### src/rtl/udp_hdr_pkg.sv
// Shared types and constants for the IPv4/UDP header inserter.
// Includes the constant-fold helper for the parameter-only part of the IPv4 checksum.
package udp_hdr_pkg;

  typedef enum logic [2:0] {
    IDLE  = 3'd0,
    CSUM1 = 3'd1,
    CSUM2 = 3'd2,
    HDR   = 3'd3,
    PAY   = 3'd4
  } state_t;

  localparam int unsigned HDR_BYTES = 28;
  localparam int unsigned IDX_W     = 5;

  localparam logic [7:0]  IP_VER_IHL   = 8'h45;
  localparam logic [7:0]  IP_PROTO_UDP = 8'h11;
  localparam logic [15:0] IP_FLAGS_DF  = 16'h4000;

  localparam logic [15:0] TOT_LEN_OFS = 16'd29;
  localparam logic [15:0] UDP_LEN_OFS = 16'd9;

  // Folded one's-complement sum of every header word that does not depend on the frame.
  function automatic logic [15:0] static_sum(input logic [31:0] src_ip,
                                             input logic [31:0] dst_ip,
                                             input logic [7:0]  ttl);
    logic [19:0] acc;
    acc = 20'({IP_VER_IHL, 8'h00}) + 20'(IP_FLAGS_DF) + 20'({ttl, IP_PROTO_UDP})
        + 20'(src_ip[31:16]) + 20'(src_ip[15:0])
        + 20'(dst_ip[31:16]) + 20'(dst_ip[15:0]);
    acc = 20'(acc[15:0]) + 20'(acc[19:16]);
    acc = 20'(acc[15:0]) + 20'(acc[19:16]);
    return acc[15:0];
  endfunction

endpackage

### src/rtl/udp_hdr_csum.sv
// Two-stage IPv4 header checksum: stage 1 adds the per-frame words to the static sum,
// stage 2 folds the end-around carry twice and inverts.
module udp_hdr_csum
  import udp_hdr_pkg::*;
#(
  parameter logic [15:0] STATIC_SUM = 16'h0000
) (
  input  logic        clk,
  input  logic        rstn,
  input  logic        i_stage1,
  input  logic        i_stage2,
  input  logic [15:0] i_tot_len,
  input  logic [15:0] i_id,
  output logic [15:0] o_csum
);

  logic [16:0] w_part;
  logic [15:0] w_part_fold;
  logic [16:0] w_acc;
  logic [16:0] w_fold1;
  logic [15:0] w_fold2;
  logic [16:0] r_acc;
  logic [15:0] r_csum;

  // Carry from the first addition is wrapped before adding id so the sum stays 17 bits.
  always_comb begin
    w_part      = 17'(STATIC_SUM) + 17'(i_tot_len);
    w_part_fold = w_part[15:0] + 16'(w_part[16]);
    w_acc       = 17'(w_part_fold) + 17'(i_id);
    w_fold1     = 17'(r_acc[15:0]) + 17'(r_acc[16]);
    w_fold2     = w_fold1[15:0] + 16'(w_fold1[16]);
  end

  always_ff @(posedge clk or negedge rstn) begin
    if (!rstn) begin
      r_acc  <= '0;
      r_csum <= '0;
    end else begin
      if (i_stage1) r_acc  <= w_acc;
      if (i_stage2) r_csum <= ~w_fold2;
    end
  end

  assign o_csum = r_csum;

endmodule

### src/rtl/udp_hdr_insert.sv
// Prepends a 28-byte IPv4+UDP header to each payload frame, one frame at a time.
// Optional macro UDP_HDR_IPID_EN enables an incrementing IPv4 identification field.
module udp_hdr_insert
  import udp_hdr_pkg::*;
#(
  parameter logic [31:0] SRC_IP   = 32'hC0A8010A,
  parameter logic [31:0] DST_IP   = 32'hC0A80164,
  parameter logic [15:0] SRC_PORT = 16'd4096,
  parameter logic [15:0] DST_PORT = 16'd4096,
  parameter logic [7:0]  TTL      = 8'd64
) (
  input  logic        clk,
  input  logic        rstn,
  input  logic        s_tvalid,
  output logic        s_tready,
  input  logic [7:0]  s_tdata,
  input  logic        s_tlast,
  input  logic        len_tvalid,
  output logic        len_tready,
  input  logic [15:0] len_tdata,
  output logic        m_tvalid,
  input  logic        m_tready,
  output logic [7:0]  m_tdata,
  output logic        m_tlast
);

  state_t             r_state;
  state_t             w_next;
  logic [15:0]        r_len;
  logic [IDX_W-1:0]   r_idx;
  logic               r_len_en;
  logic [15:0]        w_id;
  logic [15:0]        w_tot_len;
  logic [15:0]        w_udp_len;
  logic [15:0]        w_csum;
  logic [7:0]         w_hdr_byte;
  logic               w_len_hs;
  logic               w_hdr_hs;
  logic               w_hdr_done;

  assign w_tot_len  = r_len + TOT_LEN_OFS;
  assign w_udp_len  = r_len + UDP_LEN_OFS;
  assign w_len_hs   = (r_state == IDLE) && r_len_en && len_tvalid;
  assign w_hdr_hs   = (r_state == HDR) && m_tready;
  assign w_hdr_done = w_hdr_hs && (r_idx == IDX_W'(HDR_BYTES - 1));

  always_ff @(posedge clk or negedge rstn) begin
    if (!rstn) r_state <= IDLE;
    else       r_state <= w_next;
  end

  always_comb begin
    w_next     = r_state;
    len_tready = 1'b0;
    s_tready   = 1'b0;
    m_tvalid   = 1'b0;
    m_tdata    = 8'h00;
    m_tlast    = 1'b0;
    case (r_state)
      IDLE: begin
        len_tready = r_len_en;
        if (w_len_hs) w_next = CSUM1;
      end
      CSUM1: w_next = CSUM2;
      CSUM2: w_next = HDR;
      HDR: begin
        m_tvalid = 1'b1;
        m_tdata  = w_hdr_byte;
        if (w_hdr_done) w_next = PAY;
      end
      PAY: begin
        m_tvalid = s_tvalid;
        s_tready = m_tready;
        m_tdata  = s_tdata;
        m_tlast  = s_tlast;
        if (s_tvalid && m_tready && s_tlast) w_next = IDLE;
      end
      default: w_next = IDLE;
    endcase
  end

  // r_len_en holds off len_tready until the first edge after reset release.
  always_ff @(posedge clk or negedge rstn) begin
    if (!rstn) begin
      r_len_en <= 1'b0;
      r_len    <= '0;
      r_idx    <= '0;
    end else begin
      r_len_en <= 1'b1;
      if (w_len_hs) r_len <= len_tdata;
      if (w_hdr_hs) r_idx <= w_hdr_done ? '0 : r_idx + IDX_W'(1);
    end
  end

`ifdef UDP_HDR_IPID_EN
  logic [15:0] r_id;

  always_ff @(posedge clk or negedge rstn) begin
    if (!rstn)          r_id <= '0;
    else if (w_hdr_done) r_id <= r_id + 16'd1;
  end

  assign w_id = r_id;
`else
  assign w_id = 16'h0000;
`endif

  udp_hdr_csum #(
    .STATIC_SUM (static_sum(SRC_IP, DST_IP, TTL))
  ) u_csum (
    .clk       (clk),
    .rstn      (rstn),
    .i_stage1  (r_state == CSUM1),
    .i_stage2  (r_state == CSUM2),
    .i_tot_len (w_tot_len),
    .i_id      (w_id),
    .o_csum    (w_csum)
  );

  always_comb begin
    w_hdr_byte = 8'h00;
    case (r_idx)
      5'd0:  w_hdr_byte = IP_VER_IHL;
      5'd1:  w_hdr_byte = 8'h00;
      5'd2:  w_hdr_byte = w_tot_len[15:8];
      5'd3:  w_hdr_byte = w_tot_len[7:0];
      5'd4:  w_hdr_byte = w_id[15:8];
      5'd5:  w_hdr_byte = w_id[7:0];
      5'd6:  w_hdr_byte = IP_FLAGS_DF[15:8];
      5'd7:  w_hdr_byte = IP_FLAGS_DF[7:0];
      5'd8:  w_hdr_byte = TTL;
      5'd9:  w_hdr_byte = IP_PROTO_UDP;
      5'd10: w_hdr_byte = w_csum[15:8];
      5'd11: w_hdr_byte = w_csum[7:0];
      5'd12: w_hdr_byte = SRC_IP[31:24];
      5'd13: w_hdr_byte = SRC_IP[23:16];
      5'd14: w_hdr_byte = SRC_IP[15:8];
      5'd15: w_hdr_byte = SRC_IP[7:0];
      5'd16: w_hdr_byte = DST_IP[31:24];
      5'd17: w_hdr_byte = DST_IP[23:16];
      5'd18: w_hdr_byte = DST_IP[15:8];
      5'd19: w_hdr_byte = DST_IP[7:0];
      5'd20: w_hdr_byte = SRC_PORT[15:8];
      5'd21: w_hdr_byte = SRC_PORT[7:0];
      5'd22: w_hdr_byte = DST_PORT[15:8];
      5'd23: w_hdr_byte = DST_PORT[7:0];
      5'd24: w_hdr_byte = w_udp_len[15:8];
      5'd25: w_hdr_byte = w_udp_len[7:0];
      default: w_hdr_byte = 8'h00;
    endcase
  end

endmodule

### config.mk
export PLATFORM = sky130hd
export DESIGN_NAME = udp_hdr_insert
export DESIGN_NICKNAME = d
export VERILOG_FILES = /design/src/rtl/udp_hdr_pkg.sv /design/src/rtl/udp_hdr_csum.sv /design/src/rtl/udp_hdr_insert.sv
export SDC_FILE = /design/constraint.sdc
export NUM_CORES = 1
export LEC_CHECK = 0
export ABC_AREA = 1
export CAP_MARGIN = 20
export CORE_MARGIN = 1.5
export CORE_UTILIZATION = 52
export CTS_CLUSTER_DIAMETER = 50
export DETAILED_ROUTE_END_ITERATION = 8
export PLACE_DENSITY = 0.76
export SYNTH_ARGS = -nofsm -noshare
export SYNTH_HDL_FRONTEND = slang
export SYNTH_SLANG_ARGS = --single-unit
### constraint.sdc
create_clock -name clk -period 3.2 [get_ports clk]
set_input_delay 0.64 -clock clk [delete_from_list [all_inputs] [get_ports clk]]
set_output_delay 0.64 -clock clk [all_outputs]
set_load 0.01 [all_outputs]
==> results, run 1 <==
- The post-synth net total is 624.
- The delay contributed by the slowest stage of the critical path is 0.39 ns.
- After layout, the minimum clock period comes to 3.15 ns.
- TritonCTS built the clock tree.
- The pre-CTS worst setup slack is -0.0732 ns.
- The worst supply voltage drop on vdd is 0.000609 V.
- The height of the die is 92.2 um.
- Synthesis produced 585 cells.
- The maximum level of the CTS H-tree is 3.
- The run finished with clean final reports.
- The instance area after placement is 4990 um^2.
- The library cell contributing the largest single delay on the critical path is dfrtp_1.
- The filler cells instantiated in the layout total 558.
- The largest driver fanout on the critical path is 5.
- The end of the critical path is m_tdata[6].
- Walking the worst path, the cells encountered are inv_2 -> ha_2 -> inv_2 -> nor2_2 -> inv_2 -> nor2_1 -> buf_4 -> buf_6 -> a21oi_2 -> nand4_1 -> a31oi_2 -> o2111ai_2 -> nand2_1 -> nand2_1 -> buf_2.
- After synthesis, the netlist uses 44 different library cells.
- The wire-length estimate of the detail-placed layout is 9.38 mm.
- The first global-routing pass estimated 20.7 mm of wire.
- After Yosys synthesis, XOR and XNOR cells account for 3.30% of the synthesized area.
- The final antenna-violating net count is 0.
- The cell type with the highest occurrence count on the critical path is inv_2.
- The clock skew is 0.00696 ns.
- The clock net in this run drives a total of 57 sinks.
- The worst hold path belongs to the class primary input to asynchronous set/reset pin.
- The number of placement rows is 32.
- The chip width is 92.2 um.
- The minimum hold slack is 0.304 ns.
- The maximum operating frequency is 318 MHz.
- The startpoint identified for the worst register-to-register timing path is r_len[0]$_DFFE_PN0P_.
- The mux contribution to synthesized area is 0.816%.
- The number of antenna violations at the first check in global routing is 0.
- Clock tree synthesis inserted a total of 9 buffers.
- The clock transition time at the flip-flop clock pins of the worst setup and hold paths is 0.07 ns.
- The total routed wirelength is 13.1 mm.
- The congestion estimate from routability-driven global placement came to 0.999.
- The launch point of the critical path is r_idx[0]$_DFFE_PN0P_.
- The average instance area after synthesis is 7.08 um^2.
- The maximum clock path buffer count is 2.
- The number of flip-flops and latches in the synthesized netlist is 57.
- Dividing the detail-routed wire length by the instance count gives 16.3 um.
- During synthesis, Yosys emitted a total of 0 warnings.
- The final period utilization is 98.4%.
- By area, the combinational part of the netlist is dominated by simple AND/OR/NAND/NOR gates.
- The number of global-route vias before repair was 4380.
- The arrival time at the worst endpoint is 2.51 ns.
- The post-route worst setup slack is 0.0510 ns.
- Global routing finished with a remaining overflow of 0.
- Setup violations remaining at the end of the flow were counted as 0.
- The antenna diode instance count is 0.
- STA classifies the critical path endpoint as an output pin.
- The final number of max-transition violations is 0.
- Data on the critical path is required at its endpoint by 2.56 ns.
- Setup repair after global routing could not meet its margin everywhere.
- The adder-cell area share of the yosys netlist is 2.72%.
- Counting flops with a built-in enable in the synthesized netlist gives 0.
- The post-synthesis share of cell area spent on and, or, nand and nor gates is 38.2%.
- The proportion of register bits with asynchronous set or reset after synthesis is 100%.
- Pin placement for this block handled 42 I/O pins.
- In the routed design, unresolved DRC markers number 0.
- The cell depth of the worst flop-to-flop path is 23.
- Summed over all cells, the static leakage comes to 2.73 nW.
- The synthesis-to-layout area growth is 40.3%.
- The number of buffers inserted by hold repair at cts is 0.
- The floorplan step defined a die boundary enclosing 8500 um^2.
- The power density of the placed cells is 1210 nW/um^2.
- In the global route stage, overall resource usage came out at 31.3%.
- The total power of the final layout is 7.05 mW.
- The number of buffers and inverters on the critical path is 6.
- The number of buffers inserted by port buffering is 41.
- The via count of the routed design is 4550.
- The first detailed-routing pass ran for 6 iterations.
- The share of layout cells above drive strength 1 is 30.4%.
- The relative slew slack is 40.5%.
- STA classifies the critical path startpoint as a flip-flop.
- The instance count on the critical path is 15.
- The final hold violation count came to 0.
- After the last flow step, the layout net total stands at 738.
- The largest net degree at the start of global routing is 34.
- The final core utilization is 75.1%.
- The initial core utilization is 53.6%.
- The max-capacitance violation count is 0.
- The floorplan step defined a core boundary enclosing 7730 um^2.
- The area occupied by multi-input gates is 2750 um^2.
- After the first detailed-routing iteration, the DRC count stood at 333.
- CTS placed an instance of clkbuf_8 at the clock tree root.
- The most instantiated flip-flop cell in the synthesis netlist is dfrtp_1.
- Summing every instance area after synthesis gives 4140 um^2.
- The pin slew with the least headroom to its limit is 0.891 ns.
- The worst register-to-register path has a setup slack of 0.10 ns.
- The later pin in the worst-skew pair is clocked with a latency of 0.34 ns.
- In this design, the largest share of critical-path delay is due to buffers and inverters.
- The synthesized netlist devotes 12.8% of its cell area to compound gates.
- The total area of sequential cells is 1430 um^2.
- The worst setup path is of the flip-flop to output pin kind.
- The terminus of the critical flop-to-flop path is u_csum.r_acc[14]$_DFFE_PN0P_.
- In the routed layout, each cell is associated on average with a via count of 5.65.
- Once layout is done, the placed cells without fillers occupy 5810 um^2.
- The sequential element share of the synthesized area is 34.5%.
[layout make-up]
class	count	share of cell area (%)
Clock inverter	7	2.46
Multi-Input combinational cell	452	47.4
Inverter	66	4.44
Timing Repair Buffer	113	16.8
Sequential cell	57	24.6
Tap cell	102	2.20
Clock buffer	9	2.13
[state kept, by name (all words and copies together), names as in the netlist]
name           cells
r_len             16
r_idx              5
u_csum.o_csum     16
u_csum.r_acc      16
r_len_en           1
r_state            3
[worst min path at each step]
stage / from / to / slack (ns)
after floorplan: rstn / r_idx[0]$_DFFE_PN0P_ / 0.34
after global placement: u_csum.r_acc[7]$_DFFE_PN0P_ / u_csum.o_csum[7]$_DFFE_PN0P_ / 0.45
after detailed placement: u_csum.r_acc[0]$_DFFE_PN0P_ / u_csum.r_acc[0]$_DFFE_PN0P_ / 0.46
after CTS: rstn / r_len_en$_DFF_PN0_ / 0.32
after global routing: rstn / r_state[0]$_DFFE_PN0P_ / 0.34
final: rstn / r_state[0]$_DFFE_PN0P_ / 0.30
[repair_timing]
item                       in CTS  in global routing
setup endpoints to repair      12                 16
pin swaps                      15                 28
gates resized for setup        49                 62
setup buffers                  11                 12
gates cloned                    0                  1
[logic make-up after synthesis]
| logic type | Yosys count |
|---|---|
| and+or+nand+nor | 335 |
| xor gates and xnor gates | 13 |
| muxes | 3 |
| buffers and inverters | 77 |
| adders and majority gates | 9 |
| AOI/OAI and AO/OA | 90 |
| other | 1 |
| DFF | 57 |
[synthesized netlist by cell type, types with 3 or more instances]
cell type | count | share of area, %
nand2_1 | 170 | 15
dfrtp_1 | 57 | 34
inv_1 | 57 | 5.2
nor2_1 | 53 | 4.8
o21ai_0 | 44 | 5.3
nand3_1 | 35 | 4.2
a21oi_1 | 22 | 2.7
nand2_2 | 17 | 2.6
nand4_1 | 16 | 2.4
nor2_2 | 12 | 1.8
ha_1 | 9 | 2.7
clkbuf_1 | 8 | 0.73
nor3_1 | 8 | 0.97
inv_2 | 7 | 0.63
nand2_4 | 6 | 1.6
nand3_2 | 5 | 1.2
xnor2_1 | 5 | 1.1
xor2_1 | 5 | 1.1
a221oi_1 | 4 | 0.85
a31oi_1 | 4 | 0.60
nor2_4 | 4 | 1.1
a22o_1 | 3 | 0.63
mux2_2 | 3 | 0.82
o2111ai_1 | 3 | 0.63
o211ai_1 | 3 | 0.54
xnor2_2 | 3 | 1.2
[cells in the final DEF (no fill, tap or decap), types with 4 or more instances in the layout]
master,Yosys,routed
nand2_1,170,154
buf_4,0,67
dfrtp_1,57,56
inv_1,57,48
nor2_1,53,44
o21ai_0,44,36
nand3_1,35,32
clkdlybuf4s50_1,0,32
nand2_2,17,29
a21oi_1,22,21
nand4_1,16,16
inv_2,7,15
nor2_4,4,13
nor2_2,12,12
nand2_4,6,10
clkbuf_8,1,9
nand3_4,2,7
o21ai_1,0,7
nor3_1,8,6
xnor2_1,5,5
ha_1,9,5
nand3_2,5,4
bufinv_16,0,4
dlygate4sd2_1,0,4
[worst register-to-register path, stage by stage, from the launching register on]
cell and delay, ns:
dfrtp_1 0.41, ha_2 0.21, buf_6 0.13, inv_8 0.07
nand3_4 0.10, nand4_1 0.22, nand3_4 0.11, nor2_4 0.15
nand3_4 0.09, a31oi_4 0.18, ha_4 0.17, ha_4 0.14
nand2_4 0.05, nor2_4 0.08, nand2_2 0.07, nor2_2 0.11
nand2_1 0.07, nor2_2 0.14, nand3_2 0.13, nor2_4 0.13
nand2_1 0.06, nand2_1 0.08, nand3_2 0.06, nand2_2 0.07
[power breakdown]
group,internal (mW),total [mW],switching [mW],leakage [nW]
combinational,1.82,4.69,2.87,1.92
clock,0.597,0.918,0.321,0.133
sequential,1.08,1.44,0.360,0.670
total,3.50,7.05,3.55,2.73
[through the flow]
| step | TNS, ns | cells |
|---|---|---|
| 2_1_floorplan | 0 | 585 |
| 3_3_place_gp | 0 | 766 |
| 3_5_place_dp | -0.192 | 766 |
| 4_1_cts | -0.161 | 793 |
| 5_1_grt | -0.431 | 806 |
| 6_report | 0 | 806 |
[metal layers]
layer | GRT usage, % | vias up | part of all wire, %
met5 | 0 | - | 0
met4 | 12.1 | 0 | 3.8
met3 | 5.72 | 49 | 6.3
met2 | 54.0 | 199 | 49
met1 | 38.7 | 2155 | 41
li1 | - | 2147 | -
No activity file was read; power rests on OpenSTA's default activity.
==> run 2: changes to the inputs <==
--- a/config.mk
+++ b/config.mk
@@ -12,6 +12,7 @@
 export CTS_CLUSTER_DIAMETER = 50
 export DETAILED_ROUTE_END_ITERATION = 8
 export PLACE_DENSITY = 0.76
+export SETUP_SLACK_MARGIN = 0.3
 export SYNTH_ARGS = -nofsm -noshare
 export SYNTH_HDL_FRONTEND = slang
 export SYNTH_SLANG_ARGS = --single-unit
==> results, run 2 (synthesis results as in run 1) <==
- The switching power is 4.08 mW (+15%).
- The total area of sequential cells came to 1430 um^2 (+0.44%).
- The cell count after placement came to 763 (-0.39%).
- Setup repair after global routing could not meet its margin everywhere.
- The total DRC errors in the routed layout is 0 (unchanged).
- The maximum operating frequency came to 319 MHz (+0.35%).
- The minimum hold slack is 0.444 ns (+0.140 ns).
- The maximum level of the CTS H-tree is 3 (unchanged).
- The wire length on met2 is 7.37 mm (+14%).
- The switching portion of total power is 52.2% (+1.8 points).
- The largest net degree at the start of global routing is 43 (+26%).
- The number of global-route vias before repair is 4680 (+6.8%).
- The post-DP HPWL is 9.73 mm (+3.7%).
- The required time at the endpoint of the critical path is 3.45 ns (+0.89 ns).
- The total routed wirelength is 15.8 mm (+21%).
- The number of inserted filler cells in the final layout came to 484 (-13%).
- The length of routed wiring on met1 is 6.00 mm (+12%).
- The clock net sink count is 57 (unchanged).
- The library cell used most frequently in the layout, excluding fill and tap cells, is nand2_1.
- The final layout net count is 770 (+4.3%).
- From synthesis to final layout, the design area changed by 48.1%.
- The starting DRC count in detailed routing is 479 (+44%).
- The flow ran to the end, and the final reports show no timing, DRC or antenna violations.
- The top cell types in the final layout, fill and taps aside, are nand2_1, buf_4, dfrtp_1, inv_1, nor2_1.
- The arrival time at the worst endpoint was 3.39 ns (+0.88 ns).
- The number of top-level design ports came to 42 (unchanged).
- The number of antenna violations at the first check in global routing is 0 (unchanged).
- The height of the die is 92.2 um (unchanged).
- The via density per instance came to 5.88 (+4.2%).
- The final hold violation count is 0 (unchanged).
- The share of power burned in registers is 18.8% (-1.7 points).
- The area of all placed cells without fillers is 6130 um^2 (+5.6%).
- The number of buffers inserted by port buffering is 41 (unchanged).
- The TritonCTS buffer count was 9 (unchanged).
- The number of buffers inserted by hold repair at cts came to 0 (unchanged).
- The final antenna-violating net count was 0 (unchanged).
- The final weighted congestion of routability-driven global placement is 0.928 (-7.1%).
- The initial core utilization is 53.6% (unchanged).
- The internal power of the cells came to 3.75 mW (+7.1%).
- The clock transition time at the flip-flop clock pins of the worst setup and hold paths is 0.08 ns (about the same).
- The die area came to 8500 um^2 (unchanged).
- The final period utilization was 98.1% (-0.35 points).
- The clock latency of the later-clocked register in the worst-skew pair is 0.36 ns (+0.02 ns).
- The number of placement rows is 32 (unchanged).
- TritonCTS built the clock tree.
- The total power of the final layout was 7.83 mW (+11%).
- The static leakage came to 2.85 nW (+4.7%).
- The area occupied by multi-input gates came to 2900 um^2 (+5.3%).
- The class of the tightest hold or removal check is primary input to asynchronous set/reset pin.
- The final number of max-transition violations is 0 (unchanged).
- The global-route wire length before repair is 23.1 mm (+12%).
- STA classifies the critical path endpoint as a flip-flop.
- The relative slew slack is 33.8% (-6.7 points).
- The area inside the core boundary is 7730 um^2 (unchanged).
- The via count of the routed design was 4930 (+8.4%).
- The antenna diode instance count is 0 (unchanged).
- The overall overflow remaining after global route came to 0 (unchanged).
- The worst supply voltage drop on vdd was 0.000846 V (+39%).
- The root buffer cell is clkbuf_8.
- The max-capacitance violation count was 0 (unchanged).
- The number of detailed-route iterations in the first pass is 5 (-1).
- The power density of the placed cells came to 1280 nW/um^2 (+5.2%).
- The logic gate share of total power is 72.3% (+5.8 points).
- The highest layer touched by signal routing is met4.
- The clock skew is 0.0104 ns (+0.00348 ns).
- The worst setup path is launched from a flip-flop.
- The pin slew with the least headroom to its limit is 0.994 ns (+0.103 ns).
- The final critical path time including I/O delays and setup is 3.14 ns (-0.0111 ns).
- The routed length on met3 came to 1.38 mm (+68%).
- The clock group share of total power is 8.9% (-4.1 points).
- The worst setup path is of the flip-flop to flip-flop kind.
- The final instance count without filler cells was 838 (+4.0%).
- The count of final setup violators is 0 (unchanged).
- The instance area after placement is 4970 um^2 (-0.30%).
- The largest driver fanout on the critical path is 5 (unchanged).
- The wire length per cell after detailed routing is 18.9 um (+16%).
- The maximum clock path buffer count is 2 (unchanged).
- The share of layout cells above drive strength 1 is 38.9% (+8.5 points).
- The overall global routing resource usage is 35.4% (+4.1 points).
- The chip width is 92.2 um (unchanged).
run 2: changes by cell type in the layout (fill, tap and decap cells not counted), moves of 4 or more:
cell | previous run | this run
nand3_1 | 32 | 24
buf_6 | 2 | 15
buf_4 | 67 | 90
nand3_2 | 4 | 10
nand2_2 | 29 | 40
ha_4 | 2 | 6
inv_4 | 1 | 5
o21ai_0 | 36 | 29
dfrtp_2 | 1 | 6
nand2_1 | 154 | 143
buf_2 | 2 | 7
dfrtp_1 | 56 | 51
o21ai_1 | 7 | 11
run 2: critical path: stages (launching register included):
cell     delay [ns]
dfrtp_2        0.48
inv_1          0.16
ha_1           0.21
inv_1          0.11
nor2_4         0.12
nand2_2        0.07
nand2_2        0.07
nand2_2        0.08
nand3_4        0.11
nand3_4        0.09
a31oi_4        0.16
ha_4           0.17
ha_4           0.14
nand2_4        0.06
nor2_4         0.13
nand2_2        0.09
nor2_4         0.12
nand2_2        0.07
nor2_4         0.14
nand3_4        0.11
nor2_4         0.13
nand3_2        0.08
nand3_2        0.08
nand2_1        0.04
run 2: worst paths after layout:
check	cells after the start	start	endpoint	slack [ns]
max in group asynchronous	2	rstn	r_len[1]$_DFFE_PN0P_	2.00
min	1	rstn	u_csum.r_acc[7]$_DFFE_PN0P_	0.44
max reg2reg	23	r_len[0]$_DFFE_PN0P_	u_csum.r_acc[14]$_DFFE_PN0P_	0.06
min in group clk	1	u_csum.r_acc[0]$_DFFE_PN0P_	u_csum.o_csum[0]$_DFFE_PN0P_	0.47
max	23	r_len[0]$_DFFE_PN0P_	u_csum.r_acc[14]$_DFFE_PN0P_	0.06
min reg2reg	1	u_csum.r_acc[0]$_DFFE_PN0P_	u_csum.o_csum[0]$_DFFE_PN0P_	0.47
run 2: area by class of cell:
class / count / area share (%)
multi-input combinational: 451 / 47.2
clock buffer: 9 / 2.02
inverter: 66 / 4.25
sequential: 57 / 23.4
clock inverter: 7 / 1.16
tap: 102 / 2.08
timing repair buffer: 146 / 19.9
run 2: per-stage QoR:
step / worst slack (ns) / TNS [ns] / utilization (%)
after global placement: -0.0296 / -0.0296 / 64.3
after CTS: 0.0491 / 0 / 74.9
after detailed placement: -0.106 / -0.271 / 64.3
after floorplan: 0.309 / 0 / -
final: 0.0621 / 0 / 79.3
after global routing: -0.107 / -0.477 / 79.3
run 2: power groups by stage:
stage,clock network [mW],registers [mW],logic (mW)
3_3_place_gp,0,1.40,3.83
5_1_grt,0.720,1.50,6.02
3_5_place_dp,0,1.41,3.90
6_report,0.696,1.47,5.66
2_1_floorplan,0,1.30,2.70
4_1_cts,0.689,1.41,4.79
run 2: metal layers:
layer	vias up	global-route usage, %
met5	-	0
met4	0	20.3
met3	103	8.21
met2	328	58.1
met1	2289	42.4
li1	2210	-
run 2: repair_timing:
action,4_1_cts,5_1_grt
endpoints found under the setup margin,18,20
buffers inserted,50,9
resized for setup,113,71
pin swaps,52,40
